===== src/rtl/bch_ibm_iter.sv =====
`timescale 1ns/1ps
`default_nettype none
// ============================================================================
//  Module   : bch_ibm_iter
//  Purpose  : Iterative inversionless Berlekamp-Massey solver for binary BCH
//             decoding over GF(2^M). It takes 2T syndromes and produces the
//             error-locator polynomial, one iteration per clock.
//  Config   : BCH_IBM_BINARY_EN defined   -> binary-BCH simplification,
//                                            even steps only (T iterations)
//             BCH_IBM_BINARY_EN undefined -> full 2T-step iBM
//  Ports    : clk     in   clock, rising-edge
//             rst     in   asynchronous reset, active low
//             start   in   one-cycle request, sampled in IDLE only
//             S       in   2T*M syndromes, S[j*M +: M] = S_(j+1)
//             busy    out  high while a run is in progress
//             done    out  one-cycle pulse, results valid from that cycle
//             lambda  out  (T+1)*M locator coefficients, lambda[i*M +: M] = l_i
//             deg     out  final register L
//             fail    out  uncorrectable (L > T)
//  Revision : 1.0  initial release
// ============================================================================
module bch_ibm_iter #(
    parameter  int           M    = 4,
    parameter  int           T    = 2,
    parameter  logic [M:0]   POLY = 5'b10011,
    localparam int           LW   = $clog2(2*T+1)
) (
    input  logic                 clk,
    input  logic                 rst,
    input  logic                 start,
    input  logic [2*T*M-1:0]     S,
    output logic                 busy,
    output logic                 done,
    output logic [(T+1)*M-1:0]   lambda,
    output logic [LW-1:0]        deg,
    output logic                 fail
);

`ifdef BCH_IBM_BINARY_EN
    localparam int STEP_INC  = 2;
    localparam int LAST_STEP = 2*T - 2;
`else
    localparam int STEP_INC  = 1;
    localparam int LAST_STEP = 2*T - 1;
`endif

    localparam logic [M-1:0] GF_ONE = M'(1);

    typedef enum logic [1:0] {
        ST_IDLE = 2'd0,
        ST_ITER = 2'd1,
        ST_DONE = 2'd2
    } state_t;

    state_t          state;
    logic [M-1:0]    syn     [0:2*T-1];
    logic [M-1:0]    lam     [0:T];
    logic [M-1:0]    bb      [0:T];
    logic [M-1:0]    gam;
    logic [LW-1:0]   len;
    logic [LW-1:0]   step;

    logic [M-1:0]    delta;
    logic [M-1:0]    lam_nxt [0:T];
    logic [M-1:0]    bb_nxt  [0:T];
    logic            upd;
    logic [LW-1:0]   len_nxt;

    // Shift-and-add multiply; the running multiplicand is reduced by POLY
    // every time it is shifted, so no wide intermediate product is needed.
    function automatic logic [M-1:0] gf_mul(input logic [M-1:0] a, input logic [M-1:0] b);
        logic [M-1:0] acc;
        logic [M-1:0] sh;
        acc = '0;
        sh  = a;
        for (int n = 0; n < M; n++) begin
            if (b[n]) acc = acc ^ sh;
            sh = {sh[M-2:0], 1'b0} ^ (sh[M-1] ? POLY[M-1:0] : '0);
        end
        return acc;
    endfunction

    // Discrepancy: sum of l_i * S_(r+1-i); syn[k] holds S_(k+1), so the term
    // pairs with syndrome index k exactly when r == i + k.
    always_comb begin
        delta = '0;
        for (int i = 0; i <= T; i++) begin
            for (int k = 0; k < 2*T; k++) begin
                if (int'(step) == i + k) delta = delta ^ gf_mul(lam[i], syn[k]);
            end
        end
    end

    always_comb begin
        upd     = (delta != '0) && (2 * int'(len) <= int'(step));
        len_nxt = LW'(int'(step) + 1 - int'(len));

        // lambda <- gamma*lambda + delta*x*B, truncated at degree T
        for (int i = 0; i <= T; i++) begin
            lam_nxt[i] = gf_mul(gam, lam[i]);
        end
        for (int i = 1; i <= T; i++) begin
            lam_nxt[i] = lam_nxt[i] ^ gf_mul(delta, bb[i-1]);
        end

        for (int i = 0; i <= T; i++) begin
            bb_nxt[i] = '0;
        end
`ifdef BCH_IBM_BINARY_EN
        // Odd steps always have zero discrepancy for binary codes, so they
        // collapse into an extra shift of B.
        if (upd) begin
            for (int i = 1; i <= T; i++) bb_nxt[i] = lam[i-1];
        end else begin
            for (int i = 2; i <= T; i++) bb_nxt[i] = bb[i-2];
        end
`else
        if (upd) begin
            for (int i = 0; i <= T; i++) bb_nxt[i] = lam[i];
        end else begin
            for (int i = 1; i <= T; i++) bb_nxt[i] = bb[i-1];
        end
`endif
    end

    always_ff @(posedge clk or negedge rst) begin
        if (!rst) begin
            state  <= ST_IDLE;
            busy   <= 1'b0;
            done   <= 1'b0;
            lambda <= '0;
            deg    <= '0;
            fail   <= 1'b0;
            gam    <= '0;
            len    <= '0;
            step   <= '0;
            for (int k = 0; k < 2*T; k++) syn[k] <= '0;
            for (int i = 0; i <= T; i++) begin
                lam[i] <= '0;
                bb[i]  <= '0;
            end
        end else begin
            done <= 1'b0;
            case (state)
                ST_IDLE: begin
                    if (start) begin
                        for (int k = 0; k < 2*T; k++) syn[k] <= S[k*M +: M];
                        for (int i = 0; i <= T; i++) begin
                            lam[i] <= (i == 0) ? GF_ONE : '0;
                            bb[i]  <= (i == 0) ? GF_ONE : '0;
                        end
                        gam   <= GF_ONE;
                        len   <= '0;
                        step  <= '0;
                        busy  <= 1'b1;
                        state <= ST_ITER;
                    end
                end
                ST_ITER: begin
                    for (int i = 0; i <= T; i++) begin
                        lam[i] <= lam_nxt[i];
                        bb[i]  <= bb_nxt[i];
                    end
                    if (upd) begin
                        len <= len_nxt;
                        gam <= delta;
                    end
                    if (step == LW'(LAST_STEP)) begin
                        state <= ST_DONE;
                    end else begin
                        step <= step + LW'(STEP_INC);
                    end
                end
                ST_DONE: begin
                    for (int i = 0; i <= T; i++) lambda[i*M +: M] <= lam[i];
                    deg   <= len;
                    fail  <= (len > LW'(T));
                    done  <= 1'b1;
                    busy  <= 1'b0;
                    state <= ST_IDLE;
                end
                default: state <= ST_IDLE;
            endcase
        end
    end

endmodule
`default_nettype wire

===== config.mk =====
export PLATFORM = sky130hd
export DESIGN_NAME = bch_ibm_iter
export DESIGN_NICKNAME = d
export VERILOG_FILES = /design/src/rtl/bch_ibm_iter.sv
export SDC_FILE = /design/constraint.sdc
export NUM_CORES = 1
export LEC_CHECK = 0
export BUFFER_PORTS_ARGS = -buffer_cell sky130_fd_sc_hd__buf_2
export CAP_MARGIN = 20
export CORE_UTILIZATION = 53
export DETAILED_ROUTE_END_ITERATION = 6
export HOLD_SLACK_MARGIN = 0.1
export PLACE_DENSITY_LB_ADDON = 0.12
export SYNTH_ARGS = -nofsm -noshare
export SYNTH_HDL_FRONTEND = slang
export SYNTH_SLANG_ARGS = --single-unit
export TNS_END_PERCENT = 100

===== constraint.sdc =====
create_clock -name clk -period 3.3 [get_ports clk]
set_input_delay 0.165 -clock clk [delete_from_list [all_inputs] [get_ports clk]]
set_output_delay 0.165 -clock clk [all_outputs]
set_load 0.05 [all_outputs]

=== Word-level counts from Yosys, hierarchy flattened ===
Index checks and enable logic that the tools add are counted.

* Output and inout port bits: 18
* Register bits after elaboration: 66
* Logic and storage cells: 287
* Input bits: 19

* Mux-type cells: 161
* Magnitude comparators: 2
* Add/subtract/negate cells: 3
* Reductions and logical operators: 12
* Bitwise logic cells: 79
* Equal/unequal tests: 12

{| class="wikitable"
|+ Operators with widths
! operator !! count
|-
| 4-bit 2-to-1 mux || 130
|-
| 4-bit bitwise XOR || 64
|-
| 4-bit by 2-bit bitwise XOR with 4-bit output || 15
|-
| 12-bit case mux with 2 select lines || 2
|-
| 2-bit 2-to-1 mux || 17
|-
| 3-bit == test, second input constant || 4
|-
| 12-bit 2-to-1 mux || 1
|-
| 3-bit case mux with 2 select lines || 2
|-
| 3-bit 2-to-1 mux || 3
|-
| 8-bit 2-to-1 mux || 1
|-
| 2-bit inequality test, second input constant || 4
|-
| 4-bit case mux with 2 select lines || 1
|-
| 2-bit AND reduction || 4
|-
| 3-bit by 1-bit adder with 3-bit output, second input constant || 2
|-
| 3-bit by 2-bit == test with 1-bit output, second input constant || 2
|-
| 3-bit AND reduction || 2
|-
| 4-bit by 3-bit <= comparator with 1-bit output || 1
|-
| 2-bit case mux with 2 select lines || 1
|-
| 2-bit nonzero test || 2
|-
| 4-bit nonzero test || 1
|-
| 3-bit by 2-bit greater-than comparator with 1-bit output, second input constant || 1
|-
| 3-bit logical NOT || 1
|-
| 3-bit subtractor || 1
|-
| 2-bit by 1-bit == test with 1-bit output, second input constant || 1
|-
| 5 further kinds || 6
|}

=== Logic depth before layout (Yosys ltp) ===
Gate-level depths: netlist of run 1.

* Depth in word-level cells: 43
* Gate-level depth with buffers: 17
* Gate-level depth less buffers: 13

=== Least setup slack after synthesis of run 1 ===
Ideal clock, no wire load.

* Kind: reg-to-reg
* Start: register lam[7] (netlist name)
* End: register lam[2] (netlist name)
* Setup slack: -28 ps
* Required time: 3172 ps
* Stages on the path, launching flop included: 15
* Arrival time: 3200 ps
* Buffers on the path: 1
* Setup time: 128 ps
* Clock period less this slack: 3328 ps
* Cell sequence: dfrtp_1 buf_4 xor2_2 nand2_1 xnor3_1 xor2_1 xnor3_1 nand2_1 xnor3_2 xor2_4 mux2i_1 o22ai_1 xnor3_1 a31oi_1 o22ai_1

* Cells in the longest elaborated chain, start to end: 36
* Elaborated cells between the ends (all ways): 78
* Those cells by class: 48 x mux; 30 x bitwise

{| class="wikitable"
|+ RTL lines
! element !! line !! source
|-
| from (decl) || 57 || <nowiki>logic [M-1:0] lam [0:T];</nowiki>
|-
| from (signal, indexed assignment) || 149 || <nowiki>lam[i] <= (i == 0) ? GF_ONE : '0;</nowiki>
|-
| from (signal, indexed assignment) || 161 || <nowiki>lam[i] <= lam_nxt[i];</nowiki>
|-
| 2-bit 2-to-1 mux / 4-bit 2-to-1 mux (equally long branches) || 78, 77 ||
|-
| 4-bit by 2-bit bitwise XOR with 4-bit output / 4-bit 2-to-1 mux (equally long branches) || 78, 89 ||
|-
| 4-bit bitwise XOR || 77 || <nowiki>if (b[n]) acc = acc ^ sh;</nowiki>
|-
| 4-bit 2-to-1 mux || 77 ||
|-
| 4-bit 2-to-1 mux || 89 || <nowiki>if (int'(step) == i + k) delta = delta ^ gf_mul(lam[i], syn[k]);</nowiki>
|-
| 4-bit bitwise XOR || 77 ||
|-
| 4-bit 2-to-1 mux || 77 ||
|-
| 4-bit 2-to-1 mux || 89 ||
|-
| [20 not listed] || - ||
|-
| 4-bit bitwise XOR / 4-bit by 2-bit bitwise XOR with 4-bit output (equally long branches) || 77, 78 ||
|-
| 4-bit 2-to-1 mux / 4-bit by 2-bit bitwise XOR with 4-bit output (equally long branches) || 77, 78 ||
|-
| 4-bit bitwise XOR || 77 ||
|-
| 4-bit 2-to-1 mux || 77 ||
|-
| 4-bit bitwise XOR || 77 ||
|-
| 4-bit 2-to-1 mux (*) || 77 ||
|-
| 4-bit bitwise XOR (*) || 103 || <nowiki>lam_nxt[i] = lam_nxt[i] ^ gf_mul(delta, bb[i-1]);</nowiki>
|-
| 12-bit case mux with 2 select lines (*) || 144 || <nowiki>case (state)</nowiki>
|}

Every way passes the cells marked *; elsewhere a longest branch is shown, timed or not. The select of a mux whose other input is x is not followed.
A chain may end at the register's enable or synchronous reset.

=== Worst setup path after layout of run 1 ===
* Start: register lam[10] (netlist name)
* End: register lam[2] (netlist name)

* Cells in the longest elaborated chain, start to end: 42
* Elaborated cells between the ends (all ways): 84
* Those cells by class: 51 x mux; 33 x bitwise

{| class="wikitable"
|+ RTL lines
! element !! line
|-
| 4-bit 2-to-1 mux || 77
|-
| 4-bit 2-to-1 mux || 89
|-
| 4-bit bitwise XOR || 77
|-
| 4-bit 2-to-1 mux || 77
|-
| 4-bit 2-to-1 mux || 89
|-
| 4-bit bitwise XOR || 77
|-
| 4-bit 2-to-1 mux || 77
|-
| 4-bit 2-to-1 mux || 89
|-
| [26 not listed] || -
|-
| 4-bit bitwise XOR || 77
|-
| 4-bit 2-to-1 mux || 77
|-
| 4-bit bitwise XOR || 77
|-
| 4-bit 2-to-1 mux || 77
|-
| 4-bit bitwise XOR || 77
|-
| 4-bit 2-to-1 mux (*) || 77
|-
| 4-bit bitwise XOR (*) || 103
|-
| 12-bit case mux with 2 select lines (*) || 144
|}

Marks and branches as above.

==> results of run 1 <==
-- registers in the layout, summed over array words and instances, names as in the netlist --
signal  count
len         3
step        3
lambda     12
busy        1
lam        12
syn        16
deg         3
done        1
gam         4
state       2
fail        1
bb          8
-- what timing repair did --
| action | CTS | global route |
|---|---|---|
| gates resized for setup | 38 | 42 |
| setup buffers | 8 | 16 |
| endpoints found under the hold margin | 49 | 0 |
| hold buffers | 18 | 0 |
| pin swaps | 8 | 27 |
| setup endpoints to repair | 20 | 23 |
| cloned | 0 | 2 |
-- worst reg2reg max path, stage by stage, from the launching register on --
cell and delay, ns:
dfrtp_1 0.43, buf_6 0.18, nand2_2 0.06, xnor3_1 0.42
xnor2_2 0.19, nand2_1 0.12, xor2_2 0.19, xnor2_1 0.19
xnor3_2 0.57, nor2_1 0.13, mux2i_1 0.08, o22ai_1 0.14
xnor3_1 0.43, a31oi_1 0.17, o22ai_1 0.10
-- kinds of logic (layout without fill, tap and decap cells) --
kind of cell,after synthesis,after routing
AO/OA/AOI/OAI,199,199
AND/OR/NAND/NOR,373,374
multiplexers,42,42
buffers and inverters,109,264
adder cells (fa/ha/maj),10,10
flip-flops,66,66
XOR/XNOR,187,187
-- final timing paths --
| path | end | startpoint | slack [ns] | cells past startpoint |
|---|---|---|---|---|
| min in group clk | lambda[11]$_DFFE_PN0P_ | lambda[11]$_DFFE_PN0P_ | 0.47 | 2 |
| worst min register to register | lambda[11]$_DFFE_PN0P_ | lambda[11]$_DFFE_PN0P_ | 0.47 | 2 |
| worst min-delay path | syn[3]$_DFFE_PN0P_ | rst | 0.44 | 2 |
| worst max-delay path | lam[2]$_DFFE_PN0P_ | lam[10]$_DFFE_PN0P_ | -0.20 | 14 |
| max in group asynchronous | syn[12]$_DFFE_PN0P_ | rst | 2.06 | 3 |
| worst max register to register | lam[2]$_DFFE_PN0P_ | lam[10]$_DFFE_PN0P_ | -0.20 | 14 |
-- per-layer routing --
| layer | share of wire, % | vias up |
|---|---|---|
| met2 | 49 | 298 |
| met4 | 2.9 | 0 |
| li1 | - | 3579 |
| met3 | 5.9 | 54 |
| met1 | 42 | 3545 |
| met5 | 0 | - |
-- cell type report --
cell class | count | area [µm²]
well taps | 180 | 225.2
flip-flops and latches | 66 | 1670
repair buffers | 224 | 1871
multi-input cells | 812 | 5565
clock inverters | 7 | 107.6
fillers | 1122 | 4066
inverters | 24 | 96.34
clock buffers | 9 | 225.2
-- layout by cell type (no fill, tap or decap), types with 4 or more instances in the layout --
cell,count
nand2_2,4
or2_2,6
buf_4,145
o21ai_0,63
buf_2,36
o21ai_1,17
nand2_1,253
a21oi_2,4
o211ai_1,4
inv_1,20
xnor2_2,16
dfrtp_2,15
buf_12,14
mux2_2,22
clkbuf_16,10
xor2_4,5
nor3_1,6
xnor3_1,13
dfrtp_1,51
a22oi_1,21
nand3_1,23
nand2b_1,19
xnor2_1,116
mux2i_1,20
ha_1,10
xor2_1,33
nor2_1,32
buf_6,9
a21oi_1,46
a31oi_1,6
dlygate4sd3_1,18
nor2b_1,5
o22ai_1,8
-- stage by stage --
stage               util, %  TNS (ns)  cells  setup slack [ns]
finish                70.59    -1.415   1322           -0.2029
global placement      62.89    -1.833   1262           -0.1815
floorplan                 -         0    986           0.01598
detailed placement    62.89    -2.017   1262           -0.2194
global route          70.59    -4.896   1322           -0.3696
CTS                   68.14   -0.5945   1304           -0.1022
==> results.sh, run 1 <==
export IMPL_post_drt_wl_per_cell_um=18.30
export IMPL_busiest_layer="met2"
export IMPL_met3_usage_pct=4.135
export IMPL_whs_ns=0.4415
export IMPL_crit_chain="buf_6 -> nand2_2 -> xnor3_1 -> xnor2_2 -> nand2_1 -> xor2_2 -> xnor2_1 -> xnor3_2 -> nor2_1 -> mux2i_1 -> o22ai_1 -> xnor3_1 -> a31oi_1 -> o22ai_1"
export IMPL_synth_cells=986
export IMPL_yosysSeqAreaShare_pct=22.03
export IMPL_antenna_found_initial=0
export IMPL_drive_above_1_share_pct=28.46
export IMPL_path_class="reg2reg"
export IMPL_io_pins=37
export IMPL_use_met1_pct=44.16
export IMPL_use_met2_pct=57.21
export IMPL_syn_area_per_cell_um2=7.605
export IMPL_yosys_most_used_dff="dfrtp_1"
export IMPL_drt_total_wl_um=24190
export IMPL_vias=7476
export IMPL_final_antenna_net_count=0
export IMPL_drv_slew=0
export IMPL_yosys_cell_count_top_type="nand2_1"
export IMPL_post_route_period_util_pct=106.1
export IMPL_vias_per_cell=5.655
export IMPL_antennaDiodeCount=0
export IMPL_synth_mux_area_share_pct=5.974
export IMPL_worst_pin_slew_ns=0.8751
export IMPL_clkTransAtPathRegs_ns=0.06
export IMPL_num_rows=43
export IMPL_relSlewSlack_pct=41.35
export IMPL_fmax_mhz=285.5
export IMPL_grt_pass1_vias=7044
export IMPL_violations="negative setup slack"
export IMPL_async_flop_share_pct=100.0
export IMPL_area_growth_pct=30.17
export IMPL_synthXorXnorAreaFrac_pct=25.58
export IMPL_cp_slowest_cell="xnor3_2"
export IMPL_drc=0
export IMPL_die_area_mm2=0.01463
export IMPL_clock_latency_ns=0.36
export IMPL_critPathCaptureType="flip-flop"
export IMPL_dpl_instance_area_mm2=0.008696
export IMPL_start_util_pct=54.23
export IMPL_drt_iter0_drc=699
export IMPL_cp_start_kind="flip-flop"
export IMPL_cts_htree_levels=3
export IMPL_crit_family="XOR/XNOR gates"
export IMPL_synthTopCellsByArea="dfrtp_1, xnor2_1, nand2_1"
export IMPL_dieWidth_um=120.9
export IMPL_maxCapViolCount=0
export IMPL_synth_area_mm2=0.007498
export IMPL_syn_nets=1015
export IMPL_tritoncts="done"
export IMPL_grt_max_degree=37
export IMPL_fin_ws_ns=-0.2029
export IMPL_yosys_area_share_simple_pct=21.04
export IMPL_fin_nets=1166
export IMPL_grt_pass1_wl_um=37590
export IMPL_stdcell_area_mm2=0.009761
export IMPL_clock_skew_ns=0.01423
export IMPL_rsz0062_at_grt="true"
export IMPL_netlist_area_leader_share_pct=22.03
export IMPL_setup_viol=15
export IMPL_port_buffers=36
export IMPL_period_needed_ns=3.503
export IMPL_worstPathRequired_ns=3.53
export IMPL_die_h_um=120.9
export IMPL_cts_sinks=66
export IMPL_cts_root_buf="clkbuf_16"
export IMPL_ctsLongestPathBuffers=2
export IMPL_hp_class="in2async"
export IMPL_gp_congestion=0.9337
export IMPL_ys_ff_latch=66
export IMPL_grt_usage_pct=33.77
export IMPL_final_hold_viol_count=0
export IMPL_synth_compound_area_share_pct=16.19
export IMPL_drt_pass1_iter_count=5
export IMPL_cts_buffers=9
export IMPL_ys_top_cells_by_count="nand2_1, xnor2_1, o21ai_0, dfrtp_1, a21oi_1"
export IMPL_design_core_area_mm2=0.01383
export IMPL_yosysWarningCount=0
export IMPL_synth_top_family_by_area="XOR/XNOR gates"
export IMPL_synth_adder_area_share_pct=1.669
export IMPL_dp_hpwl_um=17030
export IMPL_synth_largest_area_cell="dfrtp_1"
export IMPL_synth_edf_count=0
export IMPL_critical_path_arrival_ns=3.74
export IMPL_status="finished, violations left"
export IMPL_ys_types=65
export IMPL_crit_buf_inv=1
export IMPL_grt_overflow=0
export IMPL_critPathMaxStageDelay_ns=0.57
export IMPL_crit_fanout=12
Power of run 1 is left out: the tool's default activity adds up to more than one toggle a clock period on the data nets, which glitch-free logic cannot reach.
==> run 2, diff against run 1 <==
--- a/config.mk
+++ b/config.mk
@@ -7,7 +7,7 @@
 export LEC_CHECK = 0
 export BUFFER_PORTS_ARGS = -buffer_cell sky130_fd_sc_hd__buf_2
 export CAP_MARGIN = 20
-export CORE_UTILIZATION = 53
+export CORE_UTILIZATION = 50
 export DETAILED_ROUTE_END_ITERATION = 6
 export HOLD_SLACK_MARGIN = 0.1
 export PLACE_DENSITY_LB_ADDON = 0.12
==> constraint.sdc (replaced) <==
create_clock -name clk -period 3.3 [get_ports clk]
set_input_delay 0.825 -clock clk [delete_from_list [all_inputs] [get_ports clk]]
set_output_delay 0.825 -clock clk [all_outputs]
set_load 0.05 [all_outputs]
==> run 2 against run 1 <==
  * The run still ends with negative setup slack left
  * Non-clock buffer count fell by 4
  * Worst hold slack improved by 0.042 ns
  * Final area rose by 0.27%
  * Global-route usage fell by 2.4 points
  * Setup slack got worse by 0.0078 ns
  * Routed wire length fell by 1.1%
  * Via count fell by 0.54%
  * Die area rose by 5.9%
  * Sequential share of layout area fell by 0.059 points
==> results.sh, run 2 (same netlist as run 1, synthesis figures left out) <==
export IMPL_status="finished, violations left"
export IMPL_violations="negative setup slack"
export IMPL_drive_above_1_share_pct=30.43
export IMPL_worstPathRequired_ns=3.53
export IMPL_regMostFlops="syn"
export IMPL_die_h_um=124.5
export IMPL_design_core_area_mm2=0.01459
export IMPL_crit_buf_inv=2
export IMPL_gp_congestion=0.9245
export IMPL_dp_hpwl_um=17410
export IMPL_period_needed_ns=3.511
export IMPL_hp_class="reg2reg"
export IMPL_io_pins=37
export IMPL_cp_slowest_cell="xnor3_2"
export IMPL_critPathCaptureType="flip-flop"
export IMPL_num_rows=44
export IMPL_critical_path_arrival_ns=3.74
export IMPL_port_buffers=36
export IMPL_dieWidth_um=124.5
export IMPL_placedCellCount=1273
export IMPL_rsz0062_at_grt="true"
export IMPL_layoutNonFillerInstCount=1321
export IMPL_relSlewSlack_pct=43.06
export IMPL_holdBufCountCts=0
export IMPL_fmax_mhz=284.8
export IMPL_drc=0
export IMPL_maxCapViolCount=0
export IMPL_grt_pass1_vias=6923
export IMPL_critPathMaxStageDelay_ns=0.50
export IMPL_crit_chain="buf_12 -> buf_6 -> nand2_4 -> xor2_2 -> xnor2_2 -> xnor3_1 -> o22ai_2 -> xnor2_1 -> xnor3_2 -> xnor2_2 -> nand2_1 -> xnor2_1 -> xnor3_1 -> a31oi_1 -> o22ai_1"
export IMPL_tritoncts="done"
export IMPL_final_hold_viol_count=0
export IMPL_most_common_layout_cells="nand2_1, buf_4, xnor2_1"
export IMPL_cp_start_kind="flip-flop"
export IMPL_fillers=1227
export IMPL_whs_ns=0.4836
export IMPL_post_drt_wl_per_cell_um=18.11
export IMPL_pre_cts_slack_ns=-0.2343
export IMPL_setup_viol=15
export IMPL_die_area_mm2=0.01549
export IMPL_start_util_pct=51.40
export IMPL_drt_iter0_drc=639
export IMPL_cts_buffers=9
export IMPL_crit_fanout=7
export IMPL_final_common_cell="nand2_1"
export IMPL_ctsLongestPathBuffers=2
export IMPL_vias=7436
export IMPL_fin_nets=1161
export IMPL_drt_pass1_iter_count=5
export IMPL_cts_root_buf="clkbuf_16"
export IMPL_cts_htree_levels=3
export IMPL_drv_slew=0
export IMPL_drt_total_wl_um=23920
export IMPL_final_antenna_net_count=0
export IMPL_grt_max_degree=67
export IMPL_area_growth_pct=30.52
export IMPL_grt_overflow=0
export IMPL_clock_latency_ns=0.35
export IMPL_vias_per_cell=5.629
export IMPL_cts_sinks=66
export IMPL_top_regs="syn x16, lam x12, lambda x12"
export IMPL_post_route_period_util_pct=106.4
export IMPL_fin_ws_ns=-0.2107
export IMPL_clkTransAtPathRegs_ns=0.06
export IMPL_grt_usage_pct=31.39
export IMPL_worst_pin_slew_ns=0.8541
export IMPL_grt_pass1_wl_um=37950
export IMPL_antenna_found_initial=0
export IMPL_crit_family="XOR/XNOR gates"
export IMPL_path_class="reg2reg"
export IMPL_clock_skew_ns=0.005878
export IMPL_largest_reg_flops=16
export IMPL_antennaDiodeCount=0
[run 2: cell types whose count changed in the layout (fill, tap and decap cells not counted), sizes merged]
cell,delta
buf,+14
inv,+1
clkinvlp,-2
or2,-1
dlygate4sd3,-18
bufbuf,+1
[run 2: final cells by class]
| cell class | instances | area [µm²] | area share, % |
|---|---|---|---|
| Sequential cell | 66 | 1669 | 17.05 |
| Clock buffer | 10 | 239.0 | 2.442 |
| Inverter | 24 | 95.09 | 0.9716 |
| Timing Repair Buffer | 220 | 1857 | 18.97 |
| Clock inverter | 6 | 95.09 | 0.9716 |
| Tap cell | 184 | 230.2 | 2.352 |
| Multi-Input combinational cell | 811 | 5602 | 57.24 |
[run 2: path summary, 6_finish.rpt]
kind | cells after the start | slack (ns) | endpoint | startpoint
worst max-delay path | 15 | -0.21 | lam[2]$_DFFE_PN0P_ | lam[6]$_DFFE_PN0P_
worst min-delay path | 2 | 0.48 | lambda[10]$_DFFE_PN0P_ | lambda[10]$_DFFE_PN0P_
worst max register to register | 15 | -0.21 | lam[2]$_DFFE_PN0P_ | lam[6]$_DFFE_PN0P_
worst min register to register | 2 | 0.48 | lambda[10]$_DFFE_PN0P_ | lambda[10]$_DFFE_PN0P_
max in group asynchronous | 2 | 2.01 | lam[1]$_DFFE_PN0P_ | rst
min in group asynchronous | 2 | 0.67 | done$_DFF_PN0_ | rst
[run 2: worst min-delay path, cell delays in order (launching register included)]
cell,delay [ns]
dfrtp_1,0.33
nand2_1,0.05
o21ai_0,0.07
[run 2: what timing repair did]
item / 4_1_cts / 5_1_grt
cloned: 1 / 0
pin swaps: 34 / 36
buffers inserted: 23 / 8
resized for setup: 50 / 47
endpoints found under the setup margin: 20 / 21
[run 2: layer usage]
metal  vias up  global-route usage, %  share of wire (%)
met3        50                  3.995                5.8
met1      3549                  43.39                 44
li1       3560                      -                  -
met5         -                      0                  0
met2       277                  49.43                 47
met4         0                  12.97                3.4
[run 2: per-stage QoR]
step,utilization [%],area (µm²),TNS [ns]
floorplan,-,7521,0
CTS,65.09,9497,-0.5346
detailed placement,60.09,8766,-2.310
global route,67.08,9787,-3.898
finish,67.08,9787,-1.290
global placement,60.09,8766,-1.756
Power of run 2 is left out for the same reason.
==> run 3, diff against run 2 <==
--- a/config.mk
+++ b/config.mk
@@ -7,7 +7,7 @@
 export LEC_CHECK = 0
 export BUFFER_PORTS_ARGS = -buffer_cell sky130_fd_sc_hd__buf_2
 export CAP_MARGIN = 20
-export CORE_UTILIZATION = 50
+export CORE_UTILIZATION = 44
 export DETAILED_ROUTE_END_ITERATION = 6
 export HOLD_SLACK_MARGIN = 0.1
 export PLACE_DENSITY_LB_ADDON = 0.12
==> run 3 against run 2 <==
  * Critical path type unchanged
  * Global-route usage fell by 3.3 points
  * Routed wire length rose by 1.8%
  * Critical endpoint unchanged
  * The flow still finishes with violations (negative setup slack)
  * Highest routed layer unchanged
  * Sequential share of layout area rose by 0.17 points
==> results.sh, run 3 (same netlist as run 1, synthesis figures left out) <==
export IMPL_grt_usage_pct=28.07
export IMPL_port_buffers=36
export IMPL_fin_ws_ns=-0.1600
export IMPL_fin_nets=1160
export IMPL_io_pins=37
export IMPL_cts_htree_levels=3
export IMPL_fmax_mhz=289.0
export IMPL_gp_congestion=0.9136
export IMPL_worstPathRequired_ns=3.52
export IMPL_path_class="reg2reg"
export IMPL_hp_class="reg2reg"
export IMPL_antenna_found_initial=0
export IMPL_drt_total_wl_um=24350
export IMPL_drv_slew=0
export IMPL_dieWidth_um=132.5
export IMPL_final_common_cell="nand2_1"
export IMPL_drt_iter0_drc=388
export IMPL_grt_pass1_wl_um=38000
export IMPL_crit_fanout=6
export IMPL_drc=0
export IMPL_clkTransAtPathRegs_ns=0.06
export IMPL_post_route_period_util_pct=104.8
export IMPL_period_needed_ns=3.460
export IMPL_antennaDiodeCount=0
export IMPL_grt_max_degree=67
export IMPL_drt_pass1_iter_count=5
export IMPL_cts_root_buf="clkbuf_16"
export IMPL_worst_pin_slew_ns=0.9413
export IMPL_tritoncts="done"
export IMPL_critPathMaxStageDelay_ns=0.40
export IMPL_top_regs="syn x16, lam x12, lambda x12"
export IMPL_layoutNonFillerInstCount=1356
export IMPL_die_area_mm2=0.01757
export IMPL_status="finished, violations left"
export IMPL_drive_above_1_share_pct=28.96
export IMPL_vias=7255
export IMPL_num_rows=47
export IMPL_cp_start_kind="flip-flop"
export IMPL_vias_per_cell=5.350
export IMPL_area_growth_pct=28.67
export IMPL_pre_cts_slack_ns=-0.3556
export IMPL_relSlewSlack_pct=37.25
export IMPL_cts_sinks=66
export IMPL_maxCapViolCount=0
export IMPL_grt_pass1_vias=6971
export IMPL_clock_latency_ns=0.34
export IMPL_clock_skew_ns=0.008404
export IMPL_final_hold_viol_count=0
export IMPL_die_h_um=132.5
export IMPL_ctsLongestPathBuffers=2
export IMPL_cp_slowest_cell="dfrtp_1"
export IMPL_start_util_pct=45.22
export IMPL_grt_overflow=0
export IMPL_violations="negative setup slack"
export IMPL_critical_path_arrival_ns=3.68
export IMPL_post_drt_wl_per_cell_um=17.96
export IMPL_largest_reg_flops=16
export IMPL_placedCellCount=1315
export IMPL_crit_chain="buf_12 -> xor2_4 -> nand2_1 -> xnor3_1 -> xor2_1 -> xnor3_1 -> nand2_1 -> xnor3_2 -> xor2_4 -> buf_4 -> mux2i_1 -> o22ai_1 -> xnor3_1 -> a31oi_1 -> o22ai_1"
export IMPL_setup_viol=19
export IMPL_cts_buffers=9
export IMPL_critPathCaptureType="flip-flop"
export IMPL_whs_ns=0.4739
export IMPL_final_antenna_net_count=0
export IMPL_dp_hpwl_um=17900
export IMPL_design_core_area_mm2=0.01658
export IMPL_rsz0062_at_grt="true"
export IMPL_most_common_layout_cells="nand2_1, buf_4, xnor2_1"
export IMPL_cpMostUsedCell="xnor3_1"
export IMPL_regMostFlops="syn"
run 3: final timing paths:
check | from | endpoint | slack (ns) | cells after the start
setup / recovery | lam[7]$_DFFE_PN0P_ | lam[2]$_DFFE_PN0P_ | -0.16 | 15
hold / removal | lambda[11]$_DFFE_PN0P_ | lambda[11]$_DFFE_PN0P_ | 0.47 | 2
setup reg to reg | lam[7]$_DFFE_PN0P_ | lam[2]$_DFFE_PN0P_ | -0.16 | 15
hold reg to reg | lambda[11]$_DFFE_PN0P_ | lambda[11]$_DFFE_PN0P_ | 0.47 | 2
max in group asynchronous | rst | lam[0]$_DFFE_PN0P_ | 2.47 | 2
min in group asynchronous | rst | deg[1]$_DFFE_PN0P_ | 0.49 | 2
run 3: per-stage QoR:
stage / utilization, % / setup TNS, ns / instance area (µm²)
2_1_floorplan: - / 0 / 7521
3_3_place_gp: 53.48 / -3.119 / 8869
3_5_place_dp: 53.48 / -3.375 / 8869
4_1_cts: 56.13 / -0.8996 / 9308
5_1_grt: 58.18 / -4.998 / 9648
6_report: 58.18 / -1.899 / 9648
run 3: critical path: cells and delay by family, from the launching register on:
| family | cells | cell delay (ns) |
|---|---|---|
| compound gates | 3 | 0.41 |
| flops | 1 | 0.40 |
| buf+inv | 2 | 0.33 |
| xor+xnor | 7 | 1.94 |
| simple gates | 2 | 0.19 |
| mux | 1 | 0.07 |
run 3: timing repair:
| item | 4_1_cts | 5_1_grt |
|---|---|---|
| setup endpoints to repair | 20 | 23 |
| pin swaps | 18 | 18 |
| endpoints found under the hold margin | 0 | 0 |
| resized for setup | 24 | 56 |
| buffers inserted | 12 | 14 |
| hold buffers | 0 | 0 |
run 3: area by class of cell:
class,count,area [µm²]
fillers,1551,6935
multi-input cells,811,5572
repair buffers,219,1784
flip-flops and latches,66,1662
well taps,220,275.3
clock buffers,12,236.5
inverters,24,90.09
clock inverters,4,28.78
run 3: per-layer routing:
metal  vias to the layer above  track usage (%)  share of wire (%)
met1                      3423            37.56                 45
met5                         -                0                  0
met3                        47            4.253                5.5
li1                       3566                -                  -
met4                         0            11.05                3.6
met2                       219            45.44                 46
Power of run 3 is left out for the same reason.
